===== src/rtl/bp_pkg.sv =====
// Shared types, constants and address-split helpers for the branch predictor blocks.
package bp_pkg;

    localparam int unsigned CNT_W    = 2;
    localparam int unsigned PC_MAX_W = 64;

    typedef logic [CNT_W-1:0] cnt_t;

    localparam cnt_t CNT_WEAK_T  = cnt_t'(1 << (CNT_W - 1));
    localparam cnt_t CNT_WEAK_NT = cnt_t'((1 << (CNT_W - 1)) - 1);
    localparam cnt_t CNT_MAX     = '1;

    typedef enum logic {
        IDLE,
        CLEAR
    } btb_state_t;

    // Set index: word-aligned PC bits just above the byte offset.
    function automatic logic [PC_MAX_W-1:0] idx_of(input logic [PC_MAX_W-1:0] pc,
                                                  input int unsigned idx_w);
        return (pc >> 2) & ((PC_MAX_W'(1) << idx_w) - PC_MAX_W'(1));
    endfunction

    // Tag: everything above the index; caller truncates to its tag width.
    function automatic logic [PC_MAX_W-1:0] tag_of(input logic [PC_MAX_W-1:0] pc,
                                                  input int unsigned idx_w);
        return pc >> (idx_w + 2);
    endfunction

endpackage


===== src/rtl/sat_counter.sv =====
// Saturating up/down counter next-value logic; never wraps at either end.
module sat_counter #(
    parameter int unsigned CNT_W = 2
) (
    input  logic [CNT_W-1:0] cur_i,
    input  logic             inc_i,
    input  logic             dec_i,
    output logic [CNT_W-1:0] nxt_o
);

    localparam logic [CNT_W-1:0] MAX_VAL = '1;

    always_comb begin
        nxt_o = cur_i;
        if (inc_i && (cur_i != MAX_VAL)) begin
            nxt_o = cur_i + CNT_W'(1);
        end else if (dec_i && (cur_i != '0)) begin
            nxt_o = cur_i - CNT_W'(1);
        end
    end

endmodule


===== src/rtl/btb_assoc_predictor.sv =====
// Set-associative BTB with per-entry direction counters, combinational lookup,
// MEM-stage update and a one-set-per-cycle invalidate engine.
module btb_assoc_predictor #(
    parameter int unsigned SETS  = 4,
    parameter int unsigned WAYS  = 2,
    parameter int unsigned CNT_W = 2,
    parameter int unsigned PC_W  = 32
) (
    input  logic            CLK,
    input  logic            RST,
    input  logic [PC_W-1:0] lookup_pc,
    output logic            hit,
    output logic            predict_taken,
    output logic [PC_W-1:0] target,
    input  logic            update_en,
    input  logic [PC_W-1:0] update_pc,
    input  logic            update_taken,
    input  logic [PC_W-1:0] update_target,
    input  logic            inval_req,
    output logic            busy
);

    import bp_pkg::*;

    localparam int unsigned IDX_W = $clog2(SETS);
    localparam int unsigned TAG_W = PC_W - IDX_W - 2;
    localparam int unsigned TGT_W = PC_W - 2;
    localparam int unsigned WAY_W = (WAYS > 1) ? $clog2(WAYS) : 1;

    localparam logic [CNT_W-1:0] W_T  = CNT_W'(1 << (CNT_W - 1));
    localparam logic [CNT_W-1:0] W_NT = CNT_W'((1 << (CNT_W - 1)) - 1);

    logic             valid_q [SETS][WAYS];
    logic [TAG_W-1:0] tag_q   [SETS][WAYS];
    logic [TGT_W-1:0] tgt_q   [SETS][WAYS];
    logic [CNT_W-1:0] cnt_q   [SETS][WAYS];
    logic [WAY_W-1:0] rr_q    [SETS];

    btb_state_t       state_q, state_d;
    logic [IDX_W-1:0] set_ptr_q, set_ptr_d;

    logic [IDX_W-1:0] l_idx;
    logic [TAG_W-1:0] l_tag;
    logic             l_hit;
    logic [WAY_W-1:0] l_way;

    logic [IDX_W-1:0] u_idx;
    logic [TAG_W-1:0] u_tag;
    logic             u_hit;
    logic [WAY_W-1:0] u_way;
    logic             inv_found;
    logic [WAY_W-1:0] inv_way;
    logic [WAY_W-1:0] victim;
    logic [WAY_W-1:0] rr_adv;
    logic [CNT_W-1:0] cnt_nxt;
    logic             upd_fire;

    logic [1:0]       unused_tgt_lsb;
    assign unused_tgt_lsb = update_target[1:0];

    assign busy = (state_q == CLEAR);

    // Lookup: descending scan so the lowest matching way wins.
    always_comb begin
        l_idx = IDX_W'(idx_of(PC_MAX_W'(lookup_pc), IDX_W));
        l_tag = TAG_W'(tag_of(PC_MAX_W'(lookup_pc), IDX_W));
        l_hit = 1'b0;
        l_way = '0;
        for (int w = WAYS - 1; w >= 0; w--) begin
            if (valid_q[l_idx][w] && (tag_q[l_idx][w] == l_tag)) begin
                l_hit = 1'b1;
                l_way = WAY_W'(w);
            end
        end
    end

    assign hit           = l_hit & ~busy;
    assign predict_taken = hit & cnt_q[l_idx][l_way][CNT_W-1];
    assign target        = hit ? {tgt_q[l_idx][l_way], 2'b00} : '0;

    // Update side: tag match, lowest invalid way and replacement victim.
    always_comb begin
        u_idx     = IDX_W'(idx_of(PC_MAX_W'(update_pc), IDX_W));
        u_tag     = TAG_W'(tag_of(PC_MAX_W'(update_pc), IDX_W));
        u_hit     = 1'b0;
        u_way     = '0;
        inv_found = 1'b0;
        inv_way   = '0;
        for (int w = WAYS - 1; w >= 0; w--) begin
            if (valid_q[u_idx][w] && (tag_q[u_idx][w] == u_tag)) begin
                u_hit = 1'b1;
                u_way = WAY_W'(w);
            end
            if (!valid_q[u_idx][w]) begin
                inv_found = 1'b1;
                inv_way   = WAY_W'(w);
            end
        end
        victim = inv_found ? inv_way : rr_q[u_idx];
        if (WAYS == 1 || rr_q[u_idx] == WAY_W'(WAYS - 1)) begin
            rr_adv = '0;
        end else begin
            rr_adv = rr_q[u_idx] + WAY_W'(1);
        end
    end

    assign upd_fire = update_en & ~busy & ~inval_req;

    sat_counter #(
        .CNT_W(CNT_W)
    ) u_sat_counter (
        .cur_i(cnt_q[u_idx][u_way]),
        .inc_i(update_taken),
        .dec_i(~update_taken),
        .nxt_o(cnt_nxt)
    );

    // Table storage: reset wipes everything, CLEAR wipes one set per cycle.
    always_ff @(posedge CLK) begin
        if (RST) begin
            for (int s = 0; s < SETS; s++) begin
                rr_q[s] <= '0;
                for (int w = 0; w < WAYS; w++) begin
                    valid_q[s][w] <= 1'b0;
                    cnt_q[s][w]   <= W_NT;
                end
            end
        end else if (busy) begin
            rr_q[set_ptr_q] <= '0;
            for (int w = 0; w < WAYS; w++) begin
                valid_q[set_ptr_q][w] <= 1'b0;
                cnt_q[set_ptr_q][w]   <= W_NT;
            end
        end else if (upd_fire) begin
            if (u_hit) begin
                cnt_q[u_idx][u_way] <= cnt_nxt;
                if (update_taken) begin
                    tgt_q[u_idx][u_way] <= update_target[PC_W-1:2];
                end
            end else if (update_taken) begin
                valid_q[u_idx][victim] <= 1'b1;
                tag_q[u_idx][victim]   <= u_tag;
                tgt_q[u_idx][victim]   <= update_target[PC_W-1:2];
                cnt_q[u_idx][victim]   <= W_T;
                if (!inv_found) begin
                    rr_q[u_idx] <= rr_adv;
                end
            end
        end
    end

    always_ff @(posedge CLK) begin
        if (RST) begin
            state_q   <= IDLE;
            set_ptr_q <= '0;
        end else begin
            state_q   <= state_d;
            set_ptr_q <= set_ptr_d;
        end
    end

    // Invalidate sequencer; requests arriving mid-sweep are ignored.
    always_comb begin
        state_d   = state_q;
        set_ptr_d = set_ptr_q;
        unique case (state_q)
            IDLE: begin
                if (inval_req) begin
                    state_d   = CLEAR;
                    set_ptr_d = '0;
                end
            end
            CLEAR: begin
                set_ptr_d = set_ptr_q + IDX_W'(1);
                if (set_ptr_q == IDX_W'(SETS - 1)) begin
                    state_d   = IDLE;
                    set_ptr_d = '0;
                end
            end
            default: begin
                state_d   = IDLE;
                set_ptr_d = '0;
            end
        endcase
    end

endmodule


===== config.mk =====
export PLATFORM = sky130hd
export DESIGN_NAME = btb_assoc_predictor
export DESIGN_NICKNAME = d
export VERILOG_FILES = /design/src/rtl/bp_pkg.sv /design/src/rtl/sat_counter.sv /design/src/rtl/btb_assoc_predictor.sv
export SDC_FILE = /design/constraint.sdc
export NUM_CORES = 1
export LEC_CHECK = 0
export CELL_PAD_IN_SITES_DETAIL_PLACEMENT = 0
export CELL_PAD_IN_SITES_GLOBAL_PLACEMENT = 1
export CORE_MARGIN = 5
export CORE_UTILIZATION = 47
export DETAILED_ROUTE_END_ITERATION = 8
export MAX_ROUTING_LAYER = met4
export PLACE_DENSITY_LB_ADDON = 0.1
export SLEW_MARGIN = 20
export SYNTH_ARGS = -nofsm -noshare
export SYNTH_HDL_FRONTEND = slang
export SYNTH_SLANG_ARGS = --single-unit

===== constraint.sdc =====
create_clock -name CLK -period 4.9 [get_ports CLK]
set_input_delay 0.49 -clock CLK [delete_from_list [all_inputs] [get_ports CLK]]
set_output_delay 0.49 -clock CLK [all_outputs]
set_load 0.01 [all_outputs]

After elaboration in Yosys (flattened, before gate mapping):

Memory sizes are Yosys's and may differ from the RTL's.
Index checks and enable logic that the tools add are counted.

* flip-flop bits (word level): 3
* RAM bits: 492
* input port bits: 101
* output and inout port bits: 35
* word-level logic and storage cells: 266
* memories kept: 5

* $add $sub $neg: 4
* magnitude comparators: 5
* equal/unequal tests: 7
* multiplexer cells: 154
* bitwise gates (word level): 74
* reduce and logical (&&, ||, !) cells: 15

Memories
* tgt_q: depth 4, bits a word 60, read ports 1, clocked after memory_dff 0, wr ports 1, line btb_assoc_predictor.sv:35 `logic [TGT_W-1:0] tgt_q [SETS][WAYS];`
* tag_q: depth 4, bits a word 56, read ports 2, clocked after memory_dff 0, wr ports 1, line btb_assoc_predictor.sv:34 `logic [TAG_W-1:0] tag_q [SETS][WAYS];`
* cnt_q: depth 4, bits a word 4, read ports 2, clocked after memory_dff 0, wr ports 4, line btb_assoc_predictor.sv:36 `logic [CNT_W-1:0] cnt_q [SETS][WAYS];`
* valid_q: depth 4, bits a word 2, read ports 2, clocked after memory_dff 0, wr ports 4, line btb_assoc_predictor.sv:33 `logic valid_q [SETS][WAYS];`
* rr_q: depth 4, bits a word 1, read ports 1, clocked after memory_dff 0, wr ports 4, line btb_assoc_predictor.sv:37 `logic [WAY_W-1:0] rr_q [SETS];`

Operators by type and width (number)
* 2-to-1 mux 30 bit: 5
* 2-to-1 mux 60 bit: 2
* == test 28 bit: 4
* 2-to-1 mux 1 bit: 109
* bitwise OR 1 bit: 64
* demux 30 bit (select 1 bit): 2
* 2-to-1 mux 56 bit: 1
* 2-to-1 mux 2 bit: 22
* 2-to-1 mux 32 bit: 1
* demux 28 bit (select 1 bit): 1
* 2-to-1 mux 28 bit: 1
* 2-to-1 mux 4 bit: 5
* logical AND 1 bit: 8
* OR reduction 4 bit: 2
* >= comparator 2 bit (second input constant): 3
* inverter 1 -> 2 bit: 3
* adder 2 x 1 -> 2 bit (second input constant): 2
* AND 1 bit: 4
* demux 2 bit (select 1 bit): 2
* less-than comparator 2 x 1 -> 1 bit (second input constant): 2
* inequality test 2 bit (second input constant): 2
* case mux 2 bit (2 select lines): 1
* OR reduction 2 bit: 2
* inverter 1 bit: 3
* other kinds (7): 8

Longest topological paths before layout:

An unclocked memory read counts as a cell.

* depth in word-level cells: 15
* gate-level depth with buffers: 19
* depth with buffers taken out: 14

By module:

A second synthesis with hierarchy kept.

* cells, all modules: 1213
* area, all modules: 22491.6 µm²

By module, submodules not included
* btb_assoc_predictor: instances 1, cells each 1202, area each 22399.0 µm², seq. area each 14834.2 µm²
* sat_counter: instances 1, cells each 11, area each 92.6 µm², seq. area each 0.0 µm²

Worst setup path before layout:

OpenSTA, ideal clock, no wires.

* path type: input port to flip-flop
* from: input update_pc[2]
* to: memory tgt_q[0][30] (netlist name) (enable)
* library setup time: 454 ps
* arrival time: 4738 ps
* data required time: 4446 ps
* slack: -293 ps
* stages: 10
* buffers on the path: 2
* path through: buf_6 > buf_6 > mux4_2 > xnor2_1 > o2111a_1 > o2111ai_1 > or4_4 > inv_2 > o211ai_1 > nor3_1

* word-level cells in the longest chain between the ends: 12
* elaborated cells on any way between the ends: 37
* those cells by class: 4 x order compare; 2 x eq/ne; 21 x mux; 3 x bitwise; 4 x reduce/logical; 3 x memory

RTL lines
* start, declared: line btb_assoc_predictor.sv:16 `input logic [PC_W-1:0] update_pc,`
* memory read (4 x 56 bit)
* == test 28 bit: line btb_assoc_predictor.sv:90 `if (valid_q[u_idx][w] && (tag_q[u_idx][w] == u_tag)) begin`
* logical AND 1 bit: line btb_assoc_predictor.sv:90
* 2-to-1 mux 1 bit (2 in a row): line btb_assoc_predictor.sv:90
* inverter 1 -> 2 bit (not written as such): line btb_assoc_predictor.sv:138 `tgt_q[u_idx][u_way] <= update_target[PC_W-1:2];`
* >= comparator 2 bit (not written as such) / less-than comparator 2 x 1 -> 1 bit (equally long branches): line btb_assoc_predictor.sv:138
* logical AND 1 bit (not written as such): line btb_assoc_predictor.sv:138
* 2-to-1 mux 30 bit (not written as such): line btb_assoc_predictor.sv:138
* demux 30 bit (select 1 bit): line btb_assoc_predictor.sv:138
* 2-to-1 mux 60 bit (not written as such): line btb_assoc_predictor.sv:138
* bitwise OR 1 bit (no line)
* end, declared: line btb_assoc_predictor.sv:35

Several ways; a longest one is shown, not always the timed one.

==> impl_metrics.yaml <==
critical_path:
  cp.arrival_ns: 4.15
  worstSetupEndpointType: "output port"
  cp_common_cell: "buf_4"
  path_max_fanout: 21
  worstPathCellList: "mux4_2 > xnor2_1 > nand2_1 > or3b_2 > nor4_1 > buf_4 > a31oi_4 > buf_12 > buf_4 > mux2i_1 > nor2b_1 > clkdlybuf4s50_1"
  crit_type: "flop to output port"
  cp.required_ns: 4.41
  slowest_stage: "clkdlybuf4s50_1"
  rrSetupSlack_ns: 0.98
  cp_slowest_stage_delay_ns: 0.55
  cp-start-kind: "flop"
final_layout:
  nFillCells: 3749
  multiInputGateArea_um2: 7640
  regArea_um2: 14800
  fin_area_um2: 27200
  antenna_cells: 0
  drive_above_1_share_pct: 24.6
  syn2layout_area_growth_pct: 19.2
  fin_nets: 1545
grt:
  overflow: 0
  grt_pass1_vias: 13000
  grt_pass1_wl_um: 84400
  track_usage_pct: 22.0
  grt_max_degree: 37
  antenna_found_initial: 0
route:
  first_pass_iters: 5
  detail_route.iter0.violations: 1037
  num_vias: 12500
  ant_nets: 0
  viasPerCell: 5.98
  drc: 0
  wirelength_um: 56300
  wl_per_cell_um: 26.9
synthesis:
  synth_top_area_share_pct: 64.9
  synth_largest_area_cell: "edfxtp_1"
  synth_cells: 1248
  async_reset_ff_share_pct: 0
  synth_area_um2: 22800
  ys_types: 80
  yosysMostFrequentCell: "edfxtp_1"
  synth-seq-area-share_pct: 65.1
  synth_mux_area_share_pct: 20.3
  synthXorXnorAreaFrac_pct: 3.97
  netlist_top_cells_count: "edfxtp_1 (492), mux4_2 (161), xnor2_1 (89), mux2i_1 (85), nand2_1 (41)"
  synth-simple-area-share_pct: 4.75
  ys.flop_type: "edfxtp_1"
  synth_top_family_by_area: "multiplexers"
  synth_edf_count: 492
  yosys_register_bits: 495
  synthAdderAreaFrac_pct: 0.165
  ys_warn_count: 0
  synth-compound-area-share_pct: 3.60
  yosys-top-cells-area: "edfxtp_1 (65%), mux4_2 (16%), mux2i_1 (3.7%)"
  syn_area_per_cell_um2: 18.3
timing:
  fin_setup_tns_ns: 0
  worstMarginPinSlew_ns: 0.705
  max_freq_mhz: 216
  fin_crit_sh_pct: 94.7
  fin_crit_ns: 4.64
  slew_headroom_pct: 53.0
  drv_slew: 0
  rsz0062_at_grt: "false"
  fin_skew_ns: 0.0183
  hold_viol: 0
  setup_viol: 0
clock_network:
  cts.clk_slew.worst_paths_ns: 0.06
  clockRootBuffer: "clkbuf_16"
  cts_hold_buffers: 0
  htree_levels: 2
  numCtsBuffers: 53
  clkLatencyLatePin_ns: 0.60
  cts_max_path_buffers: 3
  clock_sink_count: 495
  cts_tree: "done"
floorplan:
  dieArea_um2: 53000
  fp-row-count: 80
  start_util_pct: 47.6
  core_area_um2: 47800
  die_height_um: 230
  die_x_um: 230
  io_pins: 136
hold_path:
  hp-class: "primary input to flop"
power:
  p_leak_nw: 8.68
  powerDensity_nw_per_um2: 345
  ir_drop_mv: 0.330
placed_design:
  portBuffers: 127
  gp_congestion: 0.871
  placed_cell_area_um2: 25400
  dp_hpwl_um: 36300
job:
  maxCapViolCount: 0
status:
  status: "finished clean"
logic make-up (layout without fill, tap and decap cells):
family | after synthesis | after routing
multiplexers | 255 | 255
XOR/XNOR | 101 | 101
AO/OA/AOI/OAI | 112 | 112
flip-flops | 495 | 495
adder cells (fa/ha/maj) | 3 | 3
AND/OR/NAND/NOR | 192 | 192
other | 1 | 2
buffers and inverters | 89 | 319
report_power, final:
part / total (mW) / internal, mW / switching [mW]
logic: 0.758 / 0.342 / 0.416
registers: 4.69 / 4.68 / 0.0127
clock network: 3.93 / 2.31 / 1.62
stage by stage:
stage / setup WS, ns / power [mW] / cells / hold WS [ns] / util [%]
floorplan: 0.500 / 5.21 / 1249 / 0.548 / -
finish: 0.261 / 9.38 / 2094 / 0.631 / 56.8
global route: 0.0583 / 9.72 / 2094 / 0.623 / 56.8
CTS: 0.142 / 9.49 / 2094 / 0.593 / 56.8
global placement: 0.197 / 5.54 / 2001 / 0.670 / 53.2
detailed placement: 0.209 / 5.54 / 2001 / 0.671 / 53.2
worst max-delay path: cells and delay by family (launching register included):
family                    cells  cell delay [ns]
AOI/OAI and AO/OA             1             0.08
DFF                           1             0.39
xor gates and xnor gates      1             0.31
and+or+nand+nor               4             0.96
buffers and inverters         4             1.12
muxes                         2             0.65
sequential cells by signal (all words and copies together), names as in the netlist:
signal / cells
tag_q: 224
valid_q: 8
rr_q: 4
cnt_q: 16
set_ptr_q: 2
busy: 1
tgt_q: 240
layout by cell type, fill, tap and decap left out, types with 6 or more instances in the layout:
cell	n
edfxtp_1	492
mux4_2	161
clkdlybuf4s50_1	123
xnor2_1	88
mux2i_1	85
buf_4	58
clkbuf_16	53
nand2_1	41
nor2b_1	33
nor2_1	25
buf_12	22
nand4_1	19
inv_1	19
a21oi_1	19
o21ai_0	14
nor2_4	12
xor2_1	11
nor3_1	10
clkbuf_1	9
clkinv_2	9
a21o_1	8
nor4_1	7
o2111ai_1	7
mux2_2	6
o22ai_1	6
a221oi_1	6
clkinv_1	6
worst paths after layout:
path,cells after the start,endpoint,from
hold / removal,3,set_ptr_q[0]$_SDFFE_PP0P_,RST
hold reg to reg,2,set_ptr_q[0]$_SDFFE_PP0P_,set_ptr_q[0]$_SDFFE_PP0P_
setup / recovery,12,target[15],tag_q[1][49]$_DFFE_PP_
setup reg to reg,14,cnt_q[0][1]$_SDFFCE_PN0P_,tag_q[1][40]$_DFFE_PP_
cell type report:
cell class | count | share of cell area (%)
Clock buffer | 66 | 5.21
Inverter | 21 | 0.290
Timing Repair Buffer | 205 | 7.85
Tap cell | 615 | 2.83
Clock inverter | 27 | 1.10
Sequential cell | 495 | 54.6
Multi-Input combinational cell | 665 | 28.1
timing repair:
action,CTS,global route
setup buffers,0,0
gates resized for setup,0,1
endpoints found under the setup margin,0,1
per-layer routing:
layer	routed length (µm)	part of all wire, %	GRT usage [%]
met3	2800	5.0	3.74
met1	23900	42	29.2
met4	1390	2.5	5.34
met5	0	0	-
met2	28200	50	36.0
Note: power is estimated with default switching activity, not from simulation.
